--- src/rtl/seq_rom.sv ---
// seq_rom: small lookup table with a one-entry output register, serving
// single reads and auto-incrementing bursts over a ready/valid output.
// Entry i holds (i*STEP) mod 2^DATA_W after reset.
// Optional feature macro: SEQ_ROM_WR_EN adds a synchronous table write port.
module seq_rom #(
    parameter int DATA_W = 4,
    parameter int DEPTH  = 8,
    parameter int ADDR_W = 8,
    parameter int STEP   = 2,
    parameter int LEN_W  = 8
) (
    input  logic              clk,
    input  logic              rst,
`ifdef SEQ_ROM_WR_EN
    input  logic              wr_en,
    input  logic [ADDR_W-1:0] wr_addr,
    input  logic [DATA_W-1:0] wr_data,
`endif
    input  logic              rd_valid,
    input  logic [ADDR_W-1:0] rd_addr,
    output logic              rd_ready,
    input  logic              burst_start,
    input  logic [ADDR_W-1:0] burst_base,
    input  logic [LEN_W-1:0]  burst_len,
    output logic              busy,
    output logic [DATA_W-1:0] dout,
    output logic              dout_err,
    output logic              dout_valid,
    input  logic              dout_ready
);

    typedef enum logic {
        IDLE  = 1'b0,
        BURST = 1'b1
    } state_t;

    state_t            state;
    state_t            next_state;
    logic [ADDR_W-1:0] cur_addr;
    logic [LEN_W-1:0]  remaining;
    logic              slot_free;
    logic              issue;
    logic              load_burst;
    logic [ADDR_W-1:0] issue_addr;
    logic              issue_in_range;
    logic [DATA_W-1:0] table_data;

    function automatic logic [DATA_W-1:0] init_val(input logic [ADDR_W-1:0] a);
        return DATA_W'(32'(a) * 32'(STEP));
    endfunction

    function automatic logic addr_in_range(input logic [ADDR_W-1:0] a);
        return 32'(a) < 32'(DEPTH);
    endfunction

    assign slot_free      = !dout_valid || dout_ready;
    assign rd_ready       = (state == IDLE) && slot_free && !burst_start;
    assign busy           = (state == BURST);
    assign issue_in_range = addr_in_range(issue_addr);

`ifdef SEQ_ROM_WR_EN
    localparam int IDX_W = $clog2(DEPTH);

    logic [DATA_W-1:0] mem [DEPTH];

    // Table storage: reload the init pattern on reset, accept in-range writes otherwise
    always_ff @(posedge clk) begin
        if (rst) begin
            for (int i = 0; i < DEPTH; i++) begin
                mem[i] <= init_val(ADDR_W'(i));
            end
        end else if (wr_en && addr_in_range(wr_addr)) begin
            mem[wr_addr[IDX_W-1:0]] <= wr_data;
        end
    end

    assign table_data = mem[issue_addr[IDX_W-1:0]];
`else
    assign table_data = init_val(issue_addr);
`endif

    // State register
    always_ff @(posedge clk) begin
        if (rst) begin
            state <= IDLE;
        end else begin
            state <= next_state;
        end
    end

    // Next state and beat issue decision; a burst start only latches, beats follow in BURST
    always_comb begin
        next_state = state;
        issue      = 1'b0;
        load_burst = 1'b0;
        issue_addr = '0;
        case (state)
            IDLE: begin
                if (slot_free && burst_start) begin
                    if (burst_len != '0) begin
                        load_burst = 1'b1;
                        next_state = BURST;
                    end
                end else if (slot_free && rd_valid) begin
                    issue      = 1'b1;
                    issue_addr = rd_addr;
                end
            end
            BURST: begin
                if (slot_free) begin
                    issue      = 1'b1;
                    issue_addr = cur_addr;
                    if (!addr_in_range(cur_addr) || (remaining == LEN_W'(1))) begin
                        next_state = IDLE;
                    end
                end
            end
            default: next_state = IDLE;
        endcase
    end

    // Burst address and beat counter; the address wraps at the end of the table
    always_ff @(posedge clk) begin
        if (rst) begin
            cur_addr  <= '0;
            remaining <= '0;
        end else if (load_burst) begin
            cur_addr  <= burst_base;
            remaining <= burst_len;
        end else if (issue && (state == BURST)) begin
            cur_addr  <= (cur_addr == ADDR_W'(DEPTH - 1)) ? '0 : cur_addr + 1'b1;
            remaining <= remaining - 1'b1;
        end
    end

    // Output register: load a new beat when issued, otherwise hold until consumed
    always_ff @(posedge clk) begin
        if (rst) begin
            dout       <= '0;
            dout_err   <= 1'b0;
            dout_valid <= 1'b0;
        end else if (issue) begin
            dout       <= issue_in_range ? table_data : '0;
            dout_err   <= !issue_in_range;
            dout_valid <= 1'b1;
        end else if (dout_ready) begin
            dout_valid <= 1'b0;
        end
    end

endmodule

--- config.mk ---
export PLATFORM = sky130hd
export DESIGN_NAME = seq_rom
export DESIGN_NICKNAME = d
export VERILOG_FILES = /design/src/rtl/seq_rom.sv
export SDC_FILE = /design/constraint.sdc
export NUM_CORES = 1
export LEC_CHECK = 0
export ABC_CLOCK_PERIOD_IN_PS = 3000
export BUFFER_PORTS_ARGS = -buffer_cell sky130_fd_sc_hd__buf_2
export CORE_MARGIN = 2
export CORE_UTILIZATION = 35
export CTS_CLUSTER_SIZE = 25
export DETAILED_ROUTE_END_ITERATION = 8
export GPL_TIMING_DRIVEN = 0
export SYNTH_ARGS = -nofsm -noshare
export SYNTH_HDL_FRONTEND = slang
export SYNTH_SLANG_ARGS = --single-unit
--- constraint.sdc ---
create_clock -name clk -period 3 [get_ports clk]
set_input_delay 0.45 -clock clk [delete_from_list [all_inputs] [get_ports clk]]
set_output_delay 0.45 -clock clk [all_outputs]
set_load 0.03 [all_outputs]
==> results of run 1 <==
==> power by group through the flow <==
stage	logic, uW	registers [uW]	clock network [uW]
after global routing	308	362	206
after global placement	271	363	0
final	275	357	189
after detailed placement	273	363	0
after CTS	274	357	194
after floorplan	188	368	0
==> how the worst max path moves through the flow <==
stage | from | slack [ns] | end
2_1_floorplan | burst_len[4] | 1.05 | remaining[5]$_SDFFE_PP0P_
3_3_place_gp | burst_len[4] | 0.63 | cur_addr[2]$_SDFFE_PP0P_
3_5_place_dp | burst_len[4] | 0.62 | remaining[1]$_SDFFE_PP0P_
4_1_cts | burst_len[4] | 0.90 | cur_addr[2]$_SDFFE_PP0P_
5_1_grt | busy$_SDFF_PP0_ | 0.84 | remaining[5]$_SDFFE_PP0P_
6_report | burst_len[4] | 0.85 | cur_addr[2]$_SDFFE_PP0P_
==> per-layer routing <==
layer / global-route usage, % / up-vias / wire (um)
met2: 30.18 / 33 / 1737
met5: 0 / - / 0
met3: 4.259 / 4 / 166
li1: - / 723 / -
met4: 3.316 / 0 / 31
met1: 24.20 / 661 / 1878
==> kinds of logic (layout without fill, tap and decap cells) <==
| kind of cell | Yosys count | after routing | synth area share, % |
|---|---|---|---|
| AOI/OAI and AO/OA | 58 | 58 | 28.59 |
| DFF | 22 | 22 | 32.77 |
| and+or+nand+nor | 71 | 71 | 27.93 |
| other | 1 | 1 | 0.2791 |
| xor gates and xnor gates | 2 | 2 | 1.304 |
| muxes | 1 | 1 | 0.8379 |
| buffers and inverters | 16 | 54 | 5.493 |
| adders and majority gates | 3 | 3 | 2.794 |
==> metrics by stage <==
stage	total power, uW	setup WS, ns
2_1_floorplan	555.6	1.047
3_3_place_gp	634.5	0.6269
3_5_place_dp	636.3	0.6233
4_1_cts	824.6	0.9012
5_1_grt	875.2	0.8410
6_report	821.0	0.8541
==> cell usage in the layout, fill, tap and decap left out, drive strengths merged, types with 3 or more instances in the layout <==
cell	instances
buf	40
dfxtp	22
nor2	20
a21oi	18
o21ai	13
nand2	12
clkbuf	9
nand3	8
nor3	7
a211oi	6
inv	4
nor2b	4
a31oi	3
a32oi	3
ha	3
or4	3
==> area by class of cell <==
type | count | area [um2] | share of cell area, %
multi-input combinational | 136 | 829.5 | 51.20
sequential | 22 | 440.4 | 27.18
timing repair buffer | 35 | 175.2 | 10.81
tap | 48 | 60.06 | 3.707
buffer | 11 | 55.05 | 3.398
clock buffer | 3 | 41.29 | 2.548
inverter | 5 | 18.77 | 1.158
==> state kept, by name, summed over array words and instances, names as in the netlist <==
name        flops
busy            1
cur_addr        8
dout            3
dout_err        1
dout_valid      1
remaining       8
==> flow_metrics.py, run 1 <==
metrics = {
    "sta": {
        "hold_viol": 0,
        "fmax_mhz": 466.0,
        "holdWs_ns": 0.3864,
        "report.final.slew_viol_count": 0,
        "fin_crit_sh_pct": 71.53,
        "maxSlewHeadroom_pct": 59.52,
        "clock_skew_ns": 0.003547,
        "fin_setup_tns_ns": 0,
        "post-route-min-period_ns": 2.146,
        "finalSetupViolations": 0,
        "rsz0062_at_grt": "false",
        "worstMarginPinSlew_ns": 0.6066,
    },
    "routing": {
        "firstDrtPassIters": 4,
        "drc": 0,
        "detail-route-antenna-nets": 0,
        "viasPerCell": 5.465,
        "vias": 1421,
        "wl_per_cell_um": 14.67,
        "drt-initial-drc-count": 85,
        "drt_wl_total_mm": 3.813,
    },
    "yosys": {
        "yosys.cell_count.top_type": "dfxtp_1",
        "ys_types": 47,
        "synth_ff_type": "dfxtp_1",
        "seq_area_frac_synth_pct": 32.77,
        "synth_area_leaders": "dfxtp_1, a21oi_1, nor2_1",
        "ys_warn_count": 0,
        "synth_edf_count": 0,
        "synth_top_area_share_pct": 32.77,
        "ys_seq_elements": 22,
        "syn-num-nets": 206,
        "syn_inst": 174,
        "postSynthAreaPerCell_um2": 7.723,
        "synth_common_cells": "dfxtp_1, nor2_1, a21oi_1",
        "async_reset_ff_share_pct": 0,
        "syn_area_um2": 1344,
        "yosysTopAreaCell": "dfxtp_1",
    },
    "clock_tree": {
        "root_buffer": "clkbuf_8",
        "ctsHoldBuffers": 0,
        "cts_buffer_depth": 2,
        "numClockSinks": 22,
        "cts_tree": "done",
        "cts-resized-gates": 0,
        "clkTransAtPathRegs_ns": 0.08,
        "numCtsBuffers": 3,
        "post-cts-setup-buffers": 0,
        "insertion_delay_ns": 0.26,
        "htreeDepth": 1,
    },
    "worst_setup_path": {
        "timing.critical_path.max_delay_family": "compound AO/OA/AOI/OAI gates",
        "worstReg2RegStart": "busy$_SDFF_PP0_",
        "cp.depth": 7,
        "reg2reg_to": "remaining[5]$_SDFFE_PP0P_",
        "worst-r2r-cell-count": 5,
        "crit_chain": "buf_2, or4_4, o21ai_0, a21oi_1, buf_2, o21ai_0, a21oi_1",
        "critPathCaptureType": "flip-flop",
        "critPathSlowestCell": "or4_4",
        "critPathMaxFanout": 10,
        "r2r_slack_ns": 0.97,
        "critPathBufInv": 2,
        "startpoint_type": "primary input",
        "path_class": "primary input to flip-flop",
        "slowest_delay_ns": 0.56,
        "arrival_ns": 2.30,
        "cp.required_ns": 3.15,
    },
    "placement": {
        "place.gp.congestion": 0.8387,
        "dpl.cell_count": 257,
        "portBuffers": 35,
        "place_area_um2": 1579,
        "hpwlAfterDp_mm": 2.870,
    },
    "power_and_ir_drop": {
        "p_per_area_nw_per_um2": 506.7,
        "power_switching_uw": 296.0,
        "p_int_uw": 525.0,
        "p_comb_share_pct": 33.5,
        "p_clk_share_pct": 23.0,
        "swShare_pct": 36.06,
        "vdd_drop_max_mv": 0.2177,
        "p_seq_share_pct": 43.5,
        "leakagePower_uw": 0.0006200,
    },
    "finish": {
        "layoutNonFillerInstCount": 260,
        "areaGrowthSynthToFinish_pct": 20.58,
        "n_antenna_cell": 0,
        "nets": 246,
        "utilization_pct": 43.93,
        "fill_cells": 402,
        "fin_area_um2": 1620,
        "layout-drive-gt1-share_pct": 24.53,
    },
    "global_routing": {
        "grt_max_degree": 12,
        "overflow": 0,
        "antenna_found_initial": 0,
        "grt_pass1_wl_mm": 6.127,
        "grt_use_total_pct": 18.19,
        "grt_pass1_vias": 1301,
    },
    "die": {
        "core_um2": 3689,
        "chipWidth_um": 65.96,
        "fp.dieH_um": 65.96,
        "initial_core_util_pct": 36.43,
        "rows": 22,
        "ioPinCount": 37,
        "die_area_um2": 4351,
    },
    "outcome": {
        "status": "finished clean",
    },
    "min_path": {
        "min_path_cells": 2,
        "hold_path_end": "remaining[4]$_SDFFE_PP0P_",
        "hold_start": "rst",
        "min_path_type": "primary input to flip-flop",
    },
    "flow_run": {
        "cap_violations": 0,
    },
}
Note: power is estimated with default switching activity, not from simulation.
==> run 2, diff against run 1 <==
ABC_CLOCK_PERIOD_IN_PS = 1700   (was 3000)
clock period = 1.7 ns   (was 3 ns; I/O delays follow)
==> flow_metrics.py, run 2 (same netlist as run 1, synthesis figures left out) <==
metrics = {
    "routing": {
        "drt-initial-drc-count": 53,
        "drc": 0,
        "wl_per_cell_um": 15.34,
        "detail-route-antenna-nets": 0,
        "vias": 1449,
        "firstDrtPassIters": 4,
        "drt_wl_total_mm": 4.035,
        "viasPerCell": 5.510,
    },
    "sta": {
        "fin_crit_sh_pct": 99.87,
        "report.final.slew_viol_count": 0,
        "maxSlewHeadroom_pct": 59.90,
        "finalSetupViolations": 0,
        "hold_viol": 0,
        "setup_ws_ns": 0.002215,
        "fin_setup_tns_ns": 0,
        "fmax_mhz": 589.0,
        "clock_skew_ns": 0.007143,
        "rsz0062_at_grt": "true",
        "worstMarginPinSlew_ns": 0.6015,
        "post-route-min-period_ns": 1.698,
    },
    "worst_setup_path": {
        "crit_chain": "buf_6, or4_4, or2_4, a31oi_4, buf_6, o21ai_2, a311oi_2",
        "cp-startpoint": "burst_len[6]",
        "critPathCaptureType": "flip-flop",
        "reg2reg_to": "remaining[5]$_SDFFE_PP0P_",
        "critPathSlowestCell": "or4_4",
        "worst-r2r-cell-count": 4,
        "startpoint_type": "primary input",
        "cp.required_ns": 1.89,
        "arrival_ns": 1.89,
        "crit_path_frequent_cell": "buf_6",
        "r2r_slack_ns": 0.07,
        "slowest_delay_ns": 0.58,
        "endpoint": "remaining[5]$_SDFFE_PP0P_",
        "critPathMaxFanout": 5,
        "path_class": "primary input to flip-flop",
        "worstReg2RegStart": "dout_valid$_SDFFE_PP0P_",
    },
    "die": {
        "die_area_um2": 4351,
        "rows": 22,
        "ioPinCount": 37,
        "fp.dieH_um": 65.96,
        "initial_core_util_pct": 36.43,
        "chipWidth_um": 65.96,
        "core_um2": 3689,
    },
    "finish": {
        "n_antenna_cell": 0,
        "final_common_cell": "buf_2",
        "fin_area_um2": 1812,
        "nets": 249,
        "areaGrowthSynthToFinish_pct": 34.82,
        "top_regs": "cur_addr: 8 flops, remaining: 8 flops, dout: 3 flops",
        "layout-drive-gt1-share_pct": 35.35,
        "final_cell_mix": "buf_2, dfxtp_1, nor2_1, a21oi_1, nand2_1",
    },
    "clock_tree": {
        "root_buffer": "clkbuf_8",
        "htreeDepth": 1,
        "cts_tree": "done",
        "clkTransAtPathRegs_ns": 0.09,
        "ctsHoldBuffers": 0,
        "insertion_delay_ns": 0.27,
        "cts_buffer_depth": 2,
        "numCtsBuffers": 3,
        "numClockSinks": 22,
    },
    "placement": {
        "dp_slack_ns": -0.4584,
        "place_area_um2": 1597,
        "place.gp.congestion": 0.7952,
        "portBuffers": 35,
        "hpwlAfterDp_mm": 2.873,
    },
    "flow_run": {
        "cap_violations": 0,
    },
    "global_routing": {
        "grt_use_total_pct": 19.08,
        "overflow": 0,
        "grt_pass1_wl_mm": 6.285,
        "grt_max_degree": 12,
        "antenna_found_initial": 0,
        "grt_pass1_vias": 1301,
    },
    "power_and_ir_drop": {
        "leakagePower_uw": 0.0006799,
        "p_per_area_nw_per_um2": 861.0,
        "vdd_drop_max_mv": 0.4382,
        "power_uw": 1560,
    },
    "min_path": {
        "min_path_type": "primary input to flip-flop",
    },
    "outcome": {
        "status": "finished clean",
    },
}
-- run 2: cell types whose count changed in the layout (fill, tap and decap cells not counted), moves of 3 or more --
| cell | previous run | this run |
|---|---|---|
| buf_2 | 37 | 34 |
| buf_4 | 3 | 6 |
| buf_6 | 0 | 5 |
| clkbuf_1 | 6 | 3 |
| o21ai_0 | 12 | 8 |
-- run 2: worst min-delay path by stage --
stage	from	endpoint	cells past startpoint
finish	rst	remaining[4]$_SDFFE_PP0P_	2
global route	rst	remaining[4]$_SDFFE_PP0P_	2
CTS	rst	remaining[4]$_SDFFE_PP0P_	2
detailed placement	dout[3]$_SDFFE_PP0P_	dout[3]$_SDFFE_PP0P_	2
global placement	dout[1]$_SDFFE_PP0P_	dout[1]$_SDFFE_PP0P_	2
floorplan	rst	remaining[4]$_SDFFE_PP0P_	1
-- run 2: final cells by class --
cell class	count	area (um2)
flip-flops and latches	22	442.9
repair buffers	39	221.5
plain buffers	10	66.31
well taps	48	60.06
inverters	5	20.02
clock buffers	3	41.29
multi-input cells	136	959.7
fillers	391	1877
-- run 2: per-layer routing --
| metal | GRT usage, % | routed length (um) | vias to the layer above |
|---|---|---|---|
| met3 | 4.089 | 123 | 7 |
| met2 | 31.06 | 1890 | 22 |
| met5 | 0 | 0 | - |
| li1 | - | - | 737 |
| met4 | 3.827 | 40 | 0 |
| met1 | 25.98 | 1981 | 683 |
-- run 2: worst max-delay path, delay by kind of cell --
kind | cells | cell delay, ns
and+or+nand+nor | 2 | 0.87
AOI/OAI and AO/OA | 3 | 0.51
buffers and inverters | 2 | 0.26
-- run 2: timing repair --
item                                    CTS  global route
setup buffers                             2             1
cloned                                    1             0
resized for setup                        13            25
endpoints found under the setup margin   15            16
pin swaps                                 7            11
-- run 2: stage by stage --
stage | cells | utilization (%) | hold slack, ns
after floorplan | 174 | - | 0.3212
after global placement | 257 | 43.28 | 0.4436
after detailed placement | 257 | 43.28 | 0.4505
after CTS | 263 | 46.23 | 0.1766
after global routing | 263 | 49.12 | 0.1788
final | 263 | 49.12 | 0.1799
-- run 2: where the power goes --
part / internal, uW / switching (uW)
registers: 577 / 69.8
clock network: 159 / 182
logic: 248 / 324
==> run 3, diff against run 2 <==
ABC_CLOCK_PERIOD_IN_PS = 2100   (was 1700)
clock period = 2.1 ns   (was 1.7 ns; I/O delays follow)
==> flow_metrics.py, run 3 (same netlist as run 1, synthesis figures left out) <==
metrics = {
    "die": {
        "die_area_um2": 4351,
        "ioPinCount": 37,
        "core_um2": 3689,
        "rows": 22,
        "initial_core_util_pct": 36.43,
        "fp.dieH_um": 65.96,
        "chipWidth_um": 65.96,
    },
    "worst_setup_path": {
        "slowest_delay_ns": 0.56,
        "critPathCaptureType": "flip-flop",
        "cp-startpoint": "burst_len[4]",
        "startpoint_type": "primary input",
        "path_class": "primary input to flip-flop",
        "worstReg2RegStart": "busy$_SDFF_PP0_",
        "cp.depth": 7,
        "crit_chain": "buf_2, or4_4, o21ai_0, a21oi_1, buf_2, o21ai_0, a21oi_1",
        "worst-r2r-cell-count": 5,
        "critPathMaxFanout": 10,
        "cp.required_ns": 2.25,
        "endpoint": "cur_addr[2]$_SDFFE_PP0P_",
        "critPathSlowestCell": "or4_4",
        "r2r_slack_ns": 0.19,
        "reg2reg_to": "remaining[5]$_SDFFE_PP0P_",
        "arrival_ns": 2.14,
        "timing.critical_path.max_delay_family": "compound AO/OA/AOI/OAI gates",
        "critPathBufInv": 2,
    },
    "finish": {
        "n_antenna_cell": 0,
        "areaGrowthSynthToFinish_pct": 20.76,
        "final_cell_mix": "buf_2, dfxtp_1, nor2_1, a21oi_1",
        "final_common_cell": "buf_2",
        "layout-drive-gt1-share_pct": 25.00,
        "top_regs": "cur_addr: 8 flops, remaining: 8 flops, dout: 3 flops",
        "nets": 246,
        "fin_area_um2": 1623,
    },
    "sta": {
        "fin_setup_tns_ns": 0,
        "finalSetupViolations": 0,
        "hold_viol": 0,
        "post-route-min-period_ns": 1.987,
        "worstMarginPinSlew_ns": 0.6045,
        "clock_skew_ns": 0.003831,
        "rsz0062_at_grt": "false",
        "fin_crit_sh_pct": 94.60,
        "maxSlewHeadroom_pct": 59.66,
        "report.final.slew_viol_count": 0,
        "setup_ws_ns": 0.1135,
        "fmax_mhz": 503.4,
    },
    "placement": {
        "place.gp.congestion": 0.8387,
        "place_area_um2": 1579,
        "dp_slack_ns": -0.1417,
        "portBuffers": 35,
        "hpwlAfterDp_mm": 2.870,
    },
    "flow_run": {
        "cap_violations": 0,
    },
    "routing": {
        "detail-route-antenna-nets": 0,
        "drt-initial-drc-count": 68,
        "viasPerCell": 5.462,
        "drc": 0,
        "drt_wl_total_mm": 3.823,
        "firstDrtPassIters": 4,
        "wl_per_cell_um": 14.70,
        "vias": 1420,
    },
    "power_and_ir_drop": {
        "power_switching_uw": 423.4,
        "p_per_area_nw_per_um2": 723.4,
        "p_seq_share_pct": 43.5,
        "p_comb_share_pct": 33.5,
        "p_clk_share_pct": 23.0,
        "vdd_drop_max_mv": 0.3110,
        "p_int_uw": 750.5,
        "leakagePower_uw": 0.0006198,
        "swShare_pct": 36.07,
    },
    "clock_tree": {
        "root_buffer": "clkbuf_8",
        "htreeDepth": 1,
        "numCtsBuffers": 3,
        "insertion_delay_ns": 0.26,
        "cts_buffer_depth": 2,
        "ctsHoldBuffers": 0,
        "cts-resized-gates": 0,
        "clkTransAtPathRegs_ns": 0.08,
        "cts_tree": "done",
        "post-cts-setup-buffers": 0,
        "numClockSinks": 22,
    },
    "global_routing": {
        "grt_use_total_pct": 18.19,
        "grt_pass1_vias": 1301,
        "grt_pass1_wl_mm": 6.127,
        "overflow": 0,
        "grt_max_degree": 12,
        "antenna_found_initial": 0,
    },
    "outcome": {
        "status": "finished clean",
    },
    "min_path": {
        "min_path_type": "primary input to flip-flop",
    },
}
-- run 3: per-stage QoR --
stage          util [%]  total power [uW]  std cells  hold slack, ns
2_1_floorplan         -             793.6        174          0.3812
3_3_place_gp      42.81             906.5        257          0.4420
3_5_place_dp      42.81             909.1        257          0.4465
4_1_cts           43.93              1178        260          0.2452
5_1_grt           44.00              1251        260          0.2362
6_report          44.00              1174        260          0.2515
-- run 3: how the worst min path moves through the flow --
stage,startpoint,to,slack (ns),cells past startpoint
3_3_place_gp,dout[2]$_SDFFE_PP0P_,dout[2]$_SDFFE_PP0P_,0.44,2
3_5_place_dp,dout[1]$_SDFFE_PP0P_,dout[1]$_SDFFE_PP0P_,0.45,2
4_1_cts,rst,remaining[4]$_SDFFE_PP0P_,0.25,2
2_1_floorplan,rst,remaining[4]$_SDFFE_PP0P_,0.38,1
5_1_grt,rst,remaining[4]$_SDFFE_PP0P_,0.24,2
6_report,rst,remaining[4]$_SDFFE_PP0P_,0.25,2
-- run 3: per-layer routing --
layer,share of wire (%),routed length (um),global-route usage [%]
met5,0,0,0
met2,46,1775,30.18
met1,51,1936,24.20
met3,2.7,102,4.259
met4,0.24,9,3.316
-- run 3: area by class of cell --
cell class                 count  area (um2)
sequential                    22       440.4
inverter                       5       18.77
clock buffer                   3       41.29
buffer                        11       55.05
timing repair buffer          35       175.2
fill                         400        2066
multi-input combinational    136       832.0
tap                           48       60.06
-- run 3: power by group through the flow --
stage               logic (uW)  clock network, uW  registers (uW)
floorplan                  268                  0             525
global placement           388                  0             519
detailed placement         390                  0             519
CTS                        392                277             509
global route               441                294             517
finish                     393                270             511
